<file path="config.mk">
export PLATFORM = sky130hd
export DESIGN_NAME = param_counter
export DESIGN_NICKNAME = d
export VERILOG_FILES = /design/src/rtl/param_counter.sv
export SDC_FILE = /design/constraint.sdc
export NUM_CORES = 1
export LEC_CHECK = 0
export CAP_MARGIN = 30
export CORE_MARGIN = 2
export CORE_UTILIZATION = 49
export DETAILED_ROUTE_END_ITERATION = 10
export MAX_ROUTING_LAYER = met4
export PLACE_DENSITY = 0.82
export SLEW_MARGIN = 40
export SYNTH_ARGS = -nofsm -noshare
export SYNTH_HDL_FRONTEND = slang
export SYNTH_SLANG_ARGS = --single-unit
</file>
<file path="constraint.sdc">
create_clock -name clk -period 3.4 [get_ports clk]
set_clock_uncertainty 0.1 [all_clocks]
set_input_delay 0.34 -clock clk [delete_from_list [all_inputs] [get_ports clk]]
set_output_delay 0.34 -clock clk [all_outputs]
set_load 0.03 [all_outputs]
</file>
<file path="src/rtl/param_counter.sv">
// ---------------------------------------------------------------------------
// param_counter
//
// Up/down counter over the inclusive range 0..limit with selectable wrap or
// saturate behaviour at the range boundaries, a synchronous clamped load,
// a one-cycle terminal-count pulse and a sticky overflow flag.
//
// Parameters
//   WIDTH      counter width in bits (2..32)
//   RESET_VAL  value placed in count on reset (not clamped to limit)
//
// Ports
//   clk        single clock, all state updates on the rising edge
//   rst        synchronous active-high reset
//   en         count enable, one step per enabled cycle
//   up_dn      direction: 1 = increment, 0 = decrement
//   sat_mode   boundary behaviour: 1 = saturate, 0 = wrap
//   load       synchronous load strobe (beats en)
//   load_val   value to load, clamped to limit
//   limit      inclusive upper bound of the count range
//   clr_ovf    clears the sticky overflow flag (a same-edge boundary wins)
//   count      registered counter value
//   tc         registered pulse, high the cycle after each boundary event
//   ovf        registered sticky flag, set by any boundary event
// ---------------------------------------------------------------------------
module param_counter #(
  parameter int unsigned           WIDTH     = 4,
  parameter logic [WIDTH-1:0]      RESET_VAL = '0
) (
  input  logic             clk,
  input  logic             rst,
  input  logic             en,
  input  logic             up_dn,
  input  logic             sat_mode,
  input  logic             load,
  input  logic [WIDTH-1:0] load_val,
  input  logic [WIDTH-1:0] limit,
  input  logic             clr_ovf,
  output logic [WIDTH-1:0] count,
  output logic             tc,
  output logic             ovf
);

  logic [WIDTH-1:0] count_next;
  logic             tc_next;
  logic             ovf_next;

  // Boundary detection. The up test uses >= so that lowering limit below
  // the current count at runtime is treated as reaching the top.
  logic at_top;
  logic at_bottom;
  logic up_event;
  logic dn_event;
  logic boundary;

  assign at_top    = (count >= limit);
  assign at_bottom = (count == '0);
  // A load takes precedence over en, so no boundary can occur on a load edge.
  assign up_event  = !load && en &&  up_dn && at_top;
  assign dn_event  = !load && en && !up_dn && at_bottom;
  assign boundary  = up_event || dn_event;

  // NOTE: every signal assigned in this block gets a default first, so no
  // path leaves it unassigned and no latch is inferred.
  always_comb begin
    count_next = count;
    tc_next    = 1'b0;

    if (load) begin
      count_next = (load_val > limit) ? limit : load_val;
    end else if (en) begin
      if (up_event) begin
        count_next = sat_mode ? limit : '0;
        tc_next    = 1'b1;
      end else if (dn_event) begin
        count_next = sat_mode ? '0 : limit;
        tc_next    = 1'b1;
      end else if (up_dn) begin
        count_next = count + 1'b1;
      end else begin
        count_next = count - 1'b1;
      end
    end
  end

  // Set beats clear when both happen on the same edge.
  always_comb begin
    ovf_next = ovf;
    if (boundary) begin
      ovf_next = 1'b1;
    end else if (clr_ovf) begin
      ovf_next = 1'b0;
    end
  end

  // NOTE: state registers use non-blocking assignments so every register
  // samples the pre-edge values of the others, independent of block order.
  always_ff @(posedge clk) begin
    if (rst) begin
      count <= RESET_VAL;
      tc    <= 1'b0;
      ovf   <= 1'b0;
    end else begin
      count <= count_next;
      tc    <= tc_next;
      ovf   <= ovf_next;
    end
  end

endmodule

</file>
==> flow_summary.ini, run 1 <==
[clock_network]
path_clk_slew_ps = 50
cts.sinks = 6
post_cts_buffers = 0
cts_tree = built
cts_hold_buf = 0
cts_max_level = 1
cts-root-buf = clkbuf_4
post_cts_resized = 0
clkLatencyLatePin_ps = 260
clockBufferDepth = 2
cts_buffers = 3

[final_layout]
drive_gt1_share_pct = 10.4
antennaDiodeCount = 0
fin_util_pct = 71.8
nets = 134
syn2layout_area_growth_pct = 33.7

[worst_hold_path]
hold_start = ovf
min_path_cells = 2
hold_end = ovf
holdCritPathClass = reg2reg

[worst_setup_path]
cp_cell_sequence = clkdlybuf4s50_1, inv_1, ha_1, and3_1, or3_1, o2111a_1, o21ai_0, nand4_1
cp.depth = 8
cpLargestDelayFamily = buffers and inverters
rrSetupSlack_ps = 1190
cp_max_fo = 6
timing_worst_setup_path_type = in2reg
cpPeakStageDelay_ps = 530
startpoint_type = input port
crit_path_top_delay_cell = clkdlybuf4s50_1
r2r-end = count[0]
required_ps = 3440
cp_num_buf_inv = 2
r2r_cells = 7
critical_path.endpoint_type = register
r2r-start = count[0]
critPathArrivalTime_ps = 2400

[route]
drt_iter0_drc = 18
vias_per_cell = 6.11
dr.pass1.iters = 4
drtAntennaViolNets = 0
finalWirelength_um = 1850
via_count = 739
wire_per_inst_um = 15.3
drc_errors = 0

[synthesis]
ys_async_sr_fraction_pct = 0
yosysWarnings = 0
syn-cell-area_um2 = 716
synth_edf_count = 0
netlist_instances = 83
synth-seq-area-share_pct = 16.8
synthFlopType = dfxtp_1
synth_top_area_share_pct = 17.5
synth_cell_type_count = 33
synth_common_cells = ha_1, inv_1, nand2_1
ys_ff_latch = 6
netlist.top_cell.by_area = ha_1
synthesis.nets = 109
synth.top_cells.by_area = ha_1, dfxtp_1, o211ai_1
avgSynthCellArea_um2 = 8.62
post-synth-top-count-cell = ha_1

[timing]
max_freq_ghz = 0.423
drv_slew = 0
fin_crit_sh_pct = 69.5
tightest_slew_ps = 520
tns_ps = 0
setup-violations-final = 0
rsz0062_at_grt = false
slew-limit-headroom_pct = 65.0
finalCriticalPeriod_ps = 2360
hold_viol_final = 0

[die]
die_x_um = 42.2
ioPinCount = 21
dieArea_um2 = 1780
die_h_um = 42.2
rows = 13
core_region_area_um2 = 1330
initial_utilization_pct = 53.7

[placed_design]
gp_congestion = 0.937
port_buffers = 20
dp_hpwl_um = 1450

[status]
status = complete, no violations

[global_routing]
antenna_found_initial = 0
grt_max_degree = 9
grt_pass1_vias = 709
grt_pass1_wl_um = 3040
track_usage_pct = 23.5
grt_overflow = 0

[pwr]
peakVddDrop_mv = 0.165
powerDensity_nw_per_um2 = 323
p_leak_nw = 0.403

[job]
drv_cap = 0
## per-stage QoR
stage	cell area, um^2	total power [mW]	hold slack, ps	cells	worst slack (ps)
after floorplan	716	0.186	303	83	1150
after global routing	957	0.330	406	121	925
after global placement	935	0.237	362	118	822
final	957	0.309	371	121	1040
after detailed placement	935	0.240	364	118	759
after CTS	957	0.311	372	121	1030
## layer usage
layer	share of wire (%)	wire length [um]	global-route usage (%)	vias up
met5	0	0	-	-
li1	-	-	-	363
met2	46	841	38.5	30
met4	2.8	51	15.0	0
met1	45	823	26.6	340
met3	7.1	131	3.02	6
## flip-flops by register name (all words and copies together), names as in the netlist
signal / flops
count: 4
ovf: 1
tc: 1
## worst max-delay path by stage
stage / slack [ps] / end / startpoint
floorplan: 1150 / count[0] / count[0]
CTS: 1030 / count[3] / up_dn
finish: 1040 / count[3] / up_dn
global placement: 820 / count[3] / up_dn
detailed placement: 760 / count[3] / up_dn
global route: 920 / count[3] / up_dn
## final cells by class
class | count | area, um^2
sequential | 6 | 120
tap | 15 | 18.8
inverter | 8 | 30.0
timing repair buffer | 20 | 200
clock buffer | 3 | 22.5
multi-input combinational | 69 | 566
fill | 113 | 377
## tightest hold or removal path, stage by stage, from the launching register on
cell      delay, ps
dfxtp_1         300
nand2b_1         60
a21oi_1          60
## power by group
group / total [mW] / switching [mW] / internal [mW]
registers: 0.0917 / 0.0135 / 0.0781
logic: 0.148 / 0.0731 / 0.0749
clock network: 0.0698 / 0.0296 / 0.0402
total: 0.309 / 0.116 / 0.193
## cells by family (layout without fill, tap and decap cells)
family	Yosys count	after routing	share of synthesized area (%)
XOR/XNOR	1	1	1.22
flip-flops	6	6	16.8
buffers and inverters	8	31	4.20
multiplexers	4	4	6.12
AND/OR/NAND/NOR	32	32	26.4
adder cells (fa/ha/maj)	11	11	20.3
AO/OA/AOI/OAI	21	21	25.0
## cell usage in the layout, fill, tap and decap left out, types with 2 or more instances in the layout
| cell type | synthesis | routed |
|---|---|---|
| a2bb2oi_1 | 2 | 2 |
| clkbuf_4 | 0 | 3 |
| inv_1 | 8 | 8 |
| a21oi_1 | 4 | 4 |
| and3_1 | 2 | 2 |
| ha_1 | 10 | 10 |
| o21ai_0 | 2 | 2 |
| nor4_1 | 3 | 3 |
| nand3_1 | 3 | 3 |
| nand4_1 | 2 | 2 |
| nand2_1 | 7 | 7 |
| nor2_1 | 3 | 3 |
| mux2_2 | 3 | 3 |
| dfxtp_1 | 6 | 6 |
| nor2b_1 | 4 | 4 |
| or3_1 | 2 | 2 |
| o211ai_1 | 5 | 5 |
| clkdlybuf4s50_1 | 0 | 20 |
Power figures use the tool's default switching activity.
==> run 2: changes to the inputs <==
--- a/config.mk
+++ b/config.mk
@@ -7,10 +7,10 @@
 export LEC_CHECK = 0
 export CAP_MARGIN = 30
 export CORE_MARGIN = 2
-export CORE_UTILIZATION = 49
+export CORE_UTILIZATION = 46
 export DETAILED_ROUTE_END_ITERATION = 10
 export MAX_ROUTING_LAYER = met4
-export PLACE_DENSITY = 0.82
+export PLACE_DENSITY = 0.78
 export SLEW_MARGIN = 40
 export SYNTH_ARGS = -nofsm -noshare
 export SYNTH_HDL_FRONTEND = slang
==> constraint.sdc (replaced) <==
create_clock -name clk -period 2.45 [get_ports clk]
set_clock_uncertainty 0.1 [all_clocks]
set_input_delay 0.245 -clock clk [delete_from_list [all_inputs] [get_ports clk]]
set_output_delay 0.245 -clock clk [all_outputs]
set_load 0.03 [all_outputs]
==> run 2 against run 1 <==
Against the previous run: combinational power grew 49%; power up 41%; count of clock-buffer cells in the layout stayed put; sequential power grew 35%; hold slack gained 12 ps; flip-flop and latch count unchanged.
==> flow_summary.ini, run 2 (synthesis gave the netlist of run 1 again) <==
[route]
drc_errors = 0
drt_iter0_drc = 19
finalWirelength_um = 1880
via_count = 757
wire_per_inst_um = 14.7
drtAntennaViolNets = 0
dr.pass1.iters = 4
vias_per_cell = 5.91

[final_layout]
reg_top3 = count (4), ovf (1), tc (1)
fin_util_pct = 67.4
largest_reg_flops = 4
nFillCells = 129
final_cells = 128
syn2layout_area_growth_pct = 40.2
mostFrequentLayoutCells = clkdlybuf4s50_1, ha_1, inv_1, nand2_1
max_flop_register = count
final_common_cell = clkdlybuf4s50_1
nets = 140
drive_gt1_share_pct = 15.2
antennaDiodeCount = 0

[worst_setup_path]
r2r_cells = 7
cp_max_fo = 6
critPathArrivalTime_ps = 2240
critical_path.endpoint_type = register
required_ps = 2470
timing_worst_setup_path_type = in2reg
startpoint_type = input port
r2r-end = count[0]
rrSetupSlack_ps = 370
r2r-start = count[0]

[global_routing]
grt_pass1_vias = 763
grt_overflow = 0
grt_max_degree = 9
track_usage_pct = 23.9
antenna_found_initial = 0
grt_pass1_wl_um = 3240

[clock_network]
cts_max_level = 1
path_clk_slew_ps = 50
cts_tree = built
post_cts_resized = 0
cts_buffers = 3
clockBufferDepth = 2
post_cts_buffers = 0
cts-root-buf = clkbuf_4
clkLatencyLatePin_ps = 240
cts.sinks = 6
cts_hold_buf = 0

[worst_hold_path]
hold_end = ovf
holdCritPathClass = reg2reg
hold_start = ovf
min_path_cells = 2

[die]
die_h_um = 43.4
initial_utilization_pct = 48.1
ioPinCount = 21
rows = 14
dieArea_um2 = 1890
core_region_area_um2 = 1490
die_x_um = 43.4

[placed_design]
place_ws_ps = -36.1
dp_hpwl_um = 1590
gp_congestion = 0.900
place_inst = 125
port_buffers = 20

[status]
status = complete, no violations

[timing]
slew-limit-headroom_pct = 69.5
finalCriticalPeriod_ps = 2220
fin_crit_sh_pct = 90.5
tightest_slew_ps = 453
max_freq_ghz = 0.451
timing.hold.ws_ps = 383
layout_setup_ws_ps = 234
rsz0062_at_grt = false
drv_slew = 0
setup-violations-final = 0
hold_viol_final = 0

[job]
drv_cap = 0

[pwr]
powerDensity_nw_per_um2 = 436
finalPower_uw = 437
p_leak_nw = 0.433
peakVddDrop_mv = 0.338
==> run 2: cell count changes in the layout (fill, tap and decap cells not counted), sizes merged <==
| cell | delta |
|---|---|
| buf | +6 |
==> run 2: worst max-delay path by stage <==
| stage | cells past startpoint | slack (ps) | startpoint | endpoint |
|---|---|---|---|---|
| after global placement | 8 | 20 | up_dn | count[3] |
| after detailed placement | 8 | -40 | up_dn | count[3] |
| after floorplan | 7 | 200 | count[0] | count[0] |
| after CTS | 8 | 230 | up_dn | count[3] |
| after global routing | 8 | 140 | up_dn | count[3] |
| final | 8 | 230 | up_dn | count[3] |
==> run 2: power breakdown <==
group / internal (mW) / switching (mW) / total, mW
Combinational: 0.113 / 0.108 / 0.221
Sequential: 0.108 / 0.0161 / 0.124
Clock: 0.0554 / 0.0362 / 0.0916
==> run 2: worst max-delay path, cell delays in order <==
cell	delay [ps]
clkdlybuf4s50_1	480
inv_1	120
ha_1	360
and3_1	190
or3_1	370
o2111a_1	140
o21ai_0	230
nand4_1	110
==> run 2: stage by stage <==
step | TNS (ps) | instance area (um^2)
2_1_floorplan | 0 | 716
3_3_place_gp | 0 | 981
3_5_place_dp | -36.1 | 981
4_1_cts | 0 | 1000
5_1_grt | 0 | 1000
6_report | 0 | 1000
==> run 2: area by class of cell <==
type	instances	area, um^2	area share (%)
Sequential cell	6	120	12.0
Multi-Input combinational cell	69	566	56.4
Tap cell	16	20.0	2.00
Clock buffer	3	22.5	2.24
Timing Repair Buffer	26	245	24.4
Inverter	8	30.0	2.99
==> run 2: per-layer routing <==
layer	share of wire [%]	up-vias	global-route usage, %	wire [um]
met4	3.3	0	9.09	62
met2	49	30	39.7	929
met3	5.6	8	5.83	106
li1	-	379	-	-
met5	0	-	-	0
met1	42	340	27.6	781
